$ cat config.mk
export PLATFORM = sky130hd
export DESIGN_NAME = priority_encoder_16_4_flat
export DESIGN_NICKNAME = d
export VERILOG_FILES = /design/src/rtl/priority_encoder_16_4_pkg.sv /design/src/rtl/priority_encoder_16_4_if.sv /design/src/rtl/priority_encoder_16_4_pick.sv /design/src/rtl/priority_encoder_16_4.sv /design/src/flat_wrapper.sv
export SDC_FILE = /design/constraint.sdc
export NUM_CORES = 1
export LEC_CHECK = 0
export ABC_AREA = 1
export BUFFER_PORTS_ARGS = -buffer_cell sky130_fd_sc_hd__buf_2
export CAP_MARGIN = 25
export CORE_ASPECT_RATIO = 1.1
export CORE_MARGIN = 4
export CORE_UTILIZATION = 40
export CTS_CLUSTER_DIAMETER = 50
export DETAILED_ROUTE_END_ITERATION = 16
export PLACE_DENSITY = 0.67
export SETUP_SLACK_MARGIN = 0.4
export SYNTH_ARGS = -nofsm -noshare
export SYNTH_HDL_FRONTEND = slang
export SYNTH_HIERARCHICAL = 1
export SYNTH_SLANG_ARGS = --single-unit
$ cat constraint.sdc
create_clock -name clk -period 1.8 [get_ports clk]
set_clock_uncertainty 0.2 [all_clocks]
set_input_delay 0.36 -clock clk [delete_from_list [all_inputs] [get_ports clk]]
set_output_delay 0.36 -clock clk [all_outputs]
set_load 0.02 [all_outputs]
$ cat src/rtl/priority_encoder_16_4_pkg.sv
// Shared constants and types for the 16-request priority encoder.
package prio_enc_pkg;

  localparam int N_REQ = 16;
  localparam int IDX_W = 4;

  typedef logic [N_REQ-1:0] req_vec_t;
  typedef logic [IDX_W-1:0] idx_t;

  typedef enum logic {
    IDLE = 1'b0,
    HOLD = 1'b1
  } state_t;

endpackage

$ cat src/rtl/priority_encoder_16_4_if.sv
// Request/grant bundle between the request sources, the encoder and its consumer.
interface priority_encoder_16_4_if;
  import prio_enc_pkg::*;

  logic     enable;
  req_vec_t req;
  idx_t     out;
  logic     out_valid;
  logic     out_ready;
  req_vec_t pending;
  logic     none;

  // Encoder side.
  modport slave (
    input  enable, req, out_ready,
    output out, out_valid, pending, none
  );

  // Source/consumer side.
  modport master (
    output enable, req, out_ready,
    input  out, out_valid, pending, none
  );

endinterface

$ cat src/rtl/priority_encoder_16_4_pick.sv
// Combinational lowest-set-bit finder over a 16-bit vector.
module prio_pick
  import prio_enc_pkg::*;
(
  input  req_vec_t vec,
  output idx_t     idx,
  output logic     found
);

  always_comb begin
    idx   = '0;
    found = |vec;
    // Walk from the top so the lowest set bit is the last one written.
    for (int i = N_REQ - 1; i >= 0; i--) begin
      if (vec[i]) idx = idx_t'(i);
    end
  end

endmodule

$ cat src/rtl/priority_encoder_16_4.sv
// Sticky-pending 16->4 priority encoder with a registered valid/ready grant.
// Define ROUND_ROBIN_EN for rotating priority; otherwise the lowest index wins.
module priority_encoder_16_4
  import prio_enc_pkg::*;
(
  input logic                    clk,
  input logic                    reset,
  priority_encoder_16_4_if.slave bus
);

  req_vec_t r_pending;
  idx_t     r_out;
  state_t   r_state;

  logic     w_hold;
  logic     w_accept;
  req_vec_t w_out_onehot;
  req_vec_t w_cand;
  req_vec_t w_clear;
  req_vec_t w_pending_next;
  req_vec_t w_search;
  idx_t     w_pick_idx;
  logic     w_found;
  idx_t     w_grant;

  assign w_hold       = (r_state == HOLD);
  assign w_accept     = w_hold & bus.out_ready;
  assign w_out_onehot = req_vec_t'(1) << r_out;

  // The held grant is never a candidate for the next one.
  assign w_cand         = w_hold ? (r_pending & ~w_out_onehot) : r_pending;
  assign w_clear        = w_accept ? w_out_onehot : '0;
  assign w_pending_next = (r_pending & ~w_clear) | bus.req;

`ifdef ROUND_ROBIN_EN
  idx_t r_rr;
  idx_t w_start;

  // On a back-to-back accept the pointer has not moved yet, so derive it from out.
  assign w_start  = w_accept ? (r_out + idx_t'(1)) : r_rr;
  assign w_search = req_vec_t'({w_cand, w_cand} >> w_start);
  assign w_grant  = w_pick_idx + w_start;

  always_ff @(posedge clk) begin
    if (reset) begin
      r_rr <= '0;
    end else if (w_accept) begin
      r_rr <= r_out + idx_t'(1);
    end
  end
`else
  assign w_search = w_cand;
  assign w_grant  = w_pick_idx;
`endif

  prio_pick u_pick (
    .vec   (w_search),
    .idx   (w_pick_idx),
    .found (w_found)
  );

  always_ff @(posedge clk) begin
    if (reset) begin
      r_pending <= '0;
      r_out     <= '0;
      r_state   <= IDLE;
    end else begin
      r_pending <= w_pending_next;
      case (r_state)
        IDLE: begin
          if (bus.enable && w_found) begin
            r_out   <= w_grant;
            r_state <= HOLD;
          end
        end
        HOLD: begin
          if (bus.out_ready) begin
            if (bus.enable && w_found) begin
              r_out <= w_grant;
            end else begin
              r_state <= IDLE;
            end
          end
        end
        default: r_state <= IDLE;
      endcase
    end
  end

  assign bus.out       = r_out;
  assign bus.out_valid = w_hold;
  assign bus.pending   = r_pending;
  assign bus.none      = (r_pending == '0) && !w_hold;

endmodule
$ cat src/flat_wrapper.sv
// flat-port wrapper written by rule: the top's interface ports become plain ports
module priority_encoder_16_4_flat import prio_enc_pkg::*;
  (clk, reset, bus_enable, bus_req, bus_out_ready, bus_out, bus_out_valid, bus_pending, bus_none);
  priority_encoder_16_4_if bus_i ();
  input logic clk;
  input logic reset;
  input wire logic [$bits(bus_i.enable)-1:0] bus_enable;
  input wire logic [$bits(bus_i.req)-1:0] bus_req;
  input wire logic [$bits(bus_i.out_ready)-1:0] bus_out_ready;
  output wire logic [$bits(bus_i.out)-1:0] bus_out;
  output wire logic [$bits(bus_i.out_valid)-1:0] bus_out_valid;
  output wire logic [$bits(bus_i.pending)-1:0] bus_pending;
  output wire logic [$bits(bus_i.none)-1:0] bus_none;
  assign bus_i.enable = bus_enable;
  assign bus_i.req = bus_req;
  assign bus_i.out_ready = bus_out_ready;
  assign bus_out = bus_i.out;
  assign bus_out_valid = bus_i.out_valid;
  assign bus_pending = bus_i.pending;
  assign bus_none = bus_i.none;
  priority_encoder_16_4 u_core (.clk(clk), .reset(reset), .bus(bus_i));
endmodule
# Yosys cells after proc, flatten, opt, wreduce, memory -nomap -nowiden
# Index checks and enable logic that the tools add are counted.
# totals
regBits	21
in_bits	20
output_inout_bits	22
# classes
n_eq_ne	1
shifts	1
mux	24
bitwise	7
reduce_logical	5
# op_table
operator	n
4-bit 2-to-1 mux	18
16-bit AND	2
16-bit 2-to-1 mux	2
16-bit NOT	2
16-bit zero test	1
16-bit bitwise OR	1
16-bit OR reduction	1
1-bit by 4-bit left shift with 16-bit output, first input constant	1
4-bit one-hot mux with 2 select lines	1
1-bit logical AND	2
1-bit 2-to-1 mux	2
2-bit inequality test, second input constant	1
1-bit one-hot mux with 2 select lines	1
1-bit AND	1
1-bit zero test	1
1-bit NOT	1

# Depth between registers and ports, before layout
# logic_depth
ltp_word	23
mapped_depth	22
ltp_nobuf	21

# Hierarchy
# Netlist, hierarchy kept.
# modules_own_cells
module	instances	cells_each	area_each_um2	seq_area_each_um2
priority_encoder_16_4	1	176	1144.8	420.4
prio_pick	1	49	209.0	0.0

# Worst setup path before layout
# OpenSTA, ideal clock, no wires.
# synth_timing
path_type	register to register
startpoint	register u_core.r_out[2] (netlist: u_core/bus.out[2])
endpoint	register u_core.r_out[0] (netlist: u_core/bus.out[0])
arrival_ns	1.948
required_time_ns	1.530
setup_slack_ns	-0.419
stages_incl_launch_ff	12
path_buffers	1
cell_sequence	dfxtp_1 -> buf_4 -> nand4_1 -> o21a_1 -> or2_1 -> nor4_1 -> nand2_1 -> nand2_1 -> a21oi_1 -> inv_1 -> nand2_1 -> a21oi_1
# synth_rtl
item	line	source
start, declared	priority_encoder_16_4.sv:12	idx_t r_out;
start signal, assigned	priority_encoder_16_4.sv:72	r_out <= w_grant;
start signal, assigned	priority_encoder_16_4.sv:79	r_out <= w_grant;
1-bit by 4-bit left shift with 16-bit output *	priority_encoder_16_4.sv:28	assign w_out_onehot = req_vec_t'(1) << r_out;
16-bit NOT *	priority_encoder_16_4.sv:31	assign w_cand = w_hold ? (r_pending & ~w_out_onehot) : r_pending;
16-bit AND *	priority_encoder_16_4.sv:31	
16-bit 2-to-1 mux *	priority_encoder_16_4.sv:31	
named net u_core.w_cand[15]	priority_encoder_16_4.sv:18	req_vec_t w_cand;
16-bit OR reduction *	priority_encoder_16_4_pick.sv:12	found = |vec;
named net u_core.w_found	priority_encoder_16_4.sv:23	logic w_found;
1-bit logical AND *	priority_encoder_16_4.sv:71, priority_encoder_16_4.sv:78	
4-bit 2-to-1 mux *	priority_encoder_16_4.sv:71, priority_encoder_16_4.sv:78	
4-bit 2-to-1 mux	priority_encoder_16_4.sv:77	if (bus.out_ready) begin
4-bit one-hot mux with 2 select lines *	priority_encoder_16_4.sv:69	case (r_state)
# The timed path passes the listed nets; every way through them passes the cells marked *. The select of a mux whose other input is x is not followed.
# A chain may end at the register's enable or synchronous reset.

# Worst setup path after layout
# layout_timing
startpoint	register u_core.r_out[2] (netlist: u_core/bus.out[2])
endpoint	register u_core.r_out[1] (netlist: u_core/bus.out[1])
# layout_rtl
item	line	source
1-bit by 4-bit left shift with 16-bit output *	priority_encoder_16_4.sv:28	
16-bit NOT *	priority_encoder_16_4.sv:31	
16-bit AND *	priority_encoder_16_4.sv:31	
16-bit 2-to-1 mux *	priority_encoder_16_4.sv:31	
named net u_core.w_cand[13]	priority_encoder_16_4.sv:18	
4-bit 2-to-1 mux * (14 in a row)	priority_encoder_16_4_pick.sv:15	if (vec[i]) idx = idx_t'(i);
named net u_core.w_grant[1]	priority_encoder_16_4.sv:24	idx_t w_grant;
4-bit 2-to-1 mux *	priority_encoder_16_4.sv:71, priority_encoder_16_4.sv:78	
4-bit 2-to-1 mux	priority_encoder_16_4.sv:77	
4-bit one-hot mux with 2 select lines *	priority_encoder_16_4.sv:69	
# Marked as above.

==> out/metrics.csv <==
stage;metric;value;unit
sta;# setup viols final;6;
route;Residual DRC;0;
worst_setup_path;Crit-path slowest cell;dfxtp_4;
yosys;Cells after Synth;225;
cts;root buffer cell;clkbuf_4;
worst_setup_path;buffers and inverters on the worst path;2;
flow_run;max-cap violations;0;
grt;initial antenna violation count;0;
cts;CTS tree;yes;
power_and_ir_drop;Net Switching;0.4495;mW
worst_hold_path;Worst Hold End;u_core/bus.pending[2];
floorplan;die span in x;63.47;um
place;Post-DP Area;1809;um^2
place;GP Congestion;0.8418;
power_and_ir_drop;Comb power frac;0.383;
floorplan;core area;3153;um^2
grt;GR Util met3;0.04221;
cts;CTS Buf Count;3;
cts;clk sinks;21;
yosys;register bit count reported by yosys;21;
worst_hold_path;Hold Crit Depth;3;
grt;Total GRT Usage;0.2009;
worst_hold_path;HP Start;bus_req[2];
worst_setup_path;Crit path max-delay family;simple AND/OR/NAND/NOR gates;
route;Via density;5.160;
layout;Area Overhead vs Synth;74.12;%
grt;met1 Use GR;0.2445;
floorplan;Die ar.;4380;um^2
yosys;synthesized area;1354;um^2
yosys;Synth area leaders;dfxtp_1 (31%), nand2_1 (14%), inv_1 (11%);
grt;first-pass GRT wire length;7293;um
floorplan;Die Y-Extent;69.02;um
yosys;area leader, netlist;dfxtp_1;
power_and_ir_drop;Int Pwr;0.8127;mW
cts;cts hold-fix bufs;0;
layout;fraction of layout cells with a size suffix above 1;0.5142;
floorplan;Initial Utilization;0.4294;
power_and_ir_drop;Sw Ratio;0.3561;
status;status;complete, but fails checks;
sta;Tmin final;2.248;ns
sta;Max Fclk;444.8;MHz
place;input/output buffers;41;
sta;measured slew at the worst slew-check pin;0.4178;ns
yosys;Post-synth top cells;nand2_1 (51), inv_1 (41), a21oi_1 (24), dfxtp_1 (21), nand3_1 (21);
worst_setup_path;Reg-to-Reg End;u_core/bus.out[1];
worst_setup_path;CP startpoint kind;flop;
route;DRT iter0 DRCs;107;
yosys;most common cell in the netlist;nand2_1;
yosys;top cell type's share of synthesized area;0.3105;
sta;Setup TNS;-2.201;ns
yosys;Yosys cell types;22;
floorplan;Cell Rows;21;
power_and_ir_drop;Leak Pwr;1.196;nW
yosys;Post-synth EDFFs;0;
grt;largest net degree at the start of global routing;22;
sta;unrepaired setup endpoints after global routing;true;
place;Setup Slack @ Placement;-0.3575;ns
sta;Final Cycle Share;1.249;
power_and_ir_drop;clock share of power;0.188;
worst_setup_path;CP Capture Type;flop;
worst_setup_path;RR Startpoint;u_core/bus.out[2];
layout;final instance area;2357;um^2
sta;Final Hold Fails;0;
sta;final hold slack;0.06248;ns
status;failing checks;setup timing;
yosys;Mean Syn Cell Area;6.017;um^2
worst_setup_path;Critical Path Most Common Cell;nand3_1;
power_and_ir_drop;Max VDD drop;0.3316;mV
worst_setup_path;worst reg-to-reg path cell count;12;
yosys;ys flop type;dfxtp_1;
route;WL final;4924;um
worst_setup_path;critical-path maximum fanout;7;
power_and_ir_drop;sequential power share;0.429;
worst_setup_path;critical path arrival;2.28;ns
worst_setup_path;Critical Path, Cell by Cell;buf_2 -> nand4_1 -> o21a_2 -> inv_1 -> nand3_1 -> nand3_1 -> nand3_1 -> nand3_1 -> a21oi_1 -> nor3_1 -> nand2_1 -> a21oi_2;
yosys;post-synthesis sequential area ratio;0.3105;
grt;total overflow reported by the global router;0;
route;total number of vias;1811;
worst_setup_path;Critical Path RT;1.84;ns
route;DR WL/cell;14.03;um
cts;H-tree depth;1;
yosys;Post-Syn Nets;245;
cts;clock transition at the registers of the reported paths;0.13;ns
place;dpl cells;323;
worst_setup_path;CP peak stage delay;0.42;ns
place;Post-DP HPWL;3003;um
worst_setup_path;Worst Path Class, Setup;flop to flop;
grt;Top Usage Layer GRT;met2;
sta;count of pins over their slew limit;0;
floorplan;I/O pin total;42;
route;drt pass-1 iters;5;
layout;final core utilization;0.7476;
sta;Slew HR;0.7215;
route;Antenna Nets Post-Route;0;
yosys;YS warnings;6;
power_and_ir_drop;total power;1.262;mW
worst_setup_path;reg2reg setup slack;-0.45;ns
grt;met2 Usage GRT;0.3469;
grt;vias in the first global route;1665;
cts;maximum root-to-sink buffer count;2;
layout;Non-Filler Instances;351;
cts;Clk Latency, worst-skew pair;0.31;ns
worst_hold_path;class of the worst hold path;input pin to flop;
layout;antenna cells;0;
layout;Final #Nets;338;
power_and_ir_drop;Power Dens Cells;535.5;nW/um^2
sta;setup ws final;-0.4480;ns
yosys;Post-synth ARST share;0;
## power by group through the flow
| stage | Clock [mW] | Combinational, mW | Sequential [mW] |
|---|---|---|---|
| final | 0.238 | 0.484 | 0.541 |
| after global routing | 0.266 | 0.521 | 0.546 |
| after CTS | 0.241 | 0.422 | 0.539 |
| after detailed placement | 0 | 0.341 | 0.547 |
| after global placement | 0 | 0.339 | 0.546 |
| after floorplan | 0 | 0.184 | 0.572 |
## cell type report
class / count / area, um^2
Clock buffer: 3 / 22.52
Multi-Input combinational cell: 146 / 813.3
Inverter: 51 / 201.4
Timing Repair Buffer: 95 / 790.8
Sequential cell: 21 / 481.7
Tap cell: 34 / 42.54
Clock inverter: 1 / 5.005
Fill cell: 236 / 795.8
## cell usage in the layout, fill, tap and decap left out
cell       n
clkbuf_4   3
buf_6     34
nor2_2     4
o21ai_2    2
a21oi_1   21
nand2_4    1
nor4_4     1
o21a_2     1
buf_4     41
o21ai_1    7
nand4_1    6
o21ai_0    3
dfxtp_4   14
inv_8      1
nor3_2     3
inv_1     39
nor2_1    12
inv_2     10
a21oi_2    3
inv_4      1
buf_2     20
nand2_2    4
a21boi_1   1
nor2_4     4
o21a_1     2
clkinv_2   1
nand3_1   15
nand2_1   46
dfxtp_2    7
nor3_1     2
nand3_2    6
a21oi_4    1
or2_4      1
## layer usage
| layer | share of wire | wire (um) | vias up |
|---|---|---|---|
| li1 | - | - | 890 |
| met1 | 0.41 | 2040 | 834 |
| met2 | 0.50 | 2464 | 77 |
| met3 | 0.066 | 323 | 10 |
| met4 | 0.019 | 95 | 0 |
| met5 | 0 | 0 | - |
## logic make-up (layout without fill, tap and decap cells)
logic type | count (synthesis) | after routing | share of synthesized area
compound gates | 41 | 41 | 0.1617
buf+inv | 58 | 150 | 0.1848
flops | 21 | 21 | 0.3105
simple gates | 105 | 105 | 0.3429
## state kept, by name (all words and copies together) (netlist names)
name,flops
u_core/bus.pending,16
u_core/bus.out,4
u_core/bus.out_valid,1
## how the worst max path moves through the flow
| stage | start | to | slack [ns] | cells past startpoint |
|---|---|---|---|---|
| after floorplan | u_core/bus.out[2] | u_core/bus.out[3] | -0.21 | 11 |
| after global placement | u_core/bus.out[2] | u_core/bus.out[1] | -0.38 | 13 |
| after detailed placement | u_core/bus.out[2] | u_core/bus.out[1] | -0.36 | 17 |
| after CTS | u_core/bus.out[0] | u_core/bus.out[1] | -0.36 | 14 |
| after global routing | u_core/bus.out[0] | u_core/bus.out[2] | -0.61 | 15 |
| final | u_core/bus.out[2] | u_core/bus.out[1] | -0.45 | 12 |
## what timing repair did
| action | CTS | global route |
|---|---|---|
| endpoints found under the setup margin | 41 | 38 |
| pin swaps | 7 | 11 |
| buffers inserted | 17 | 7 |
| gates resized for setup | 79 | 47 |
## tightest hold or removal path: stages
cell and delay, ns:
buf_2 0.09, inv_1 0.04, a21oi_1 0.05
Power figures use the tool's default switching activity.
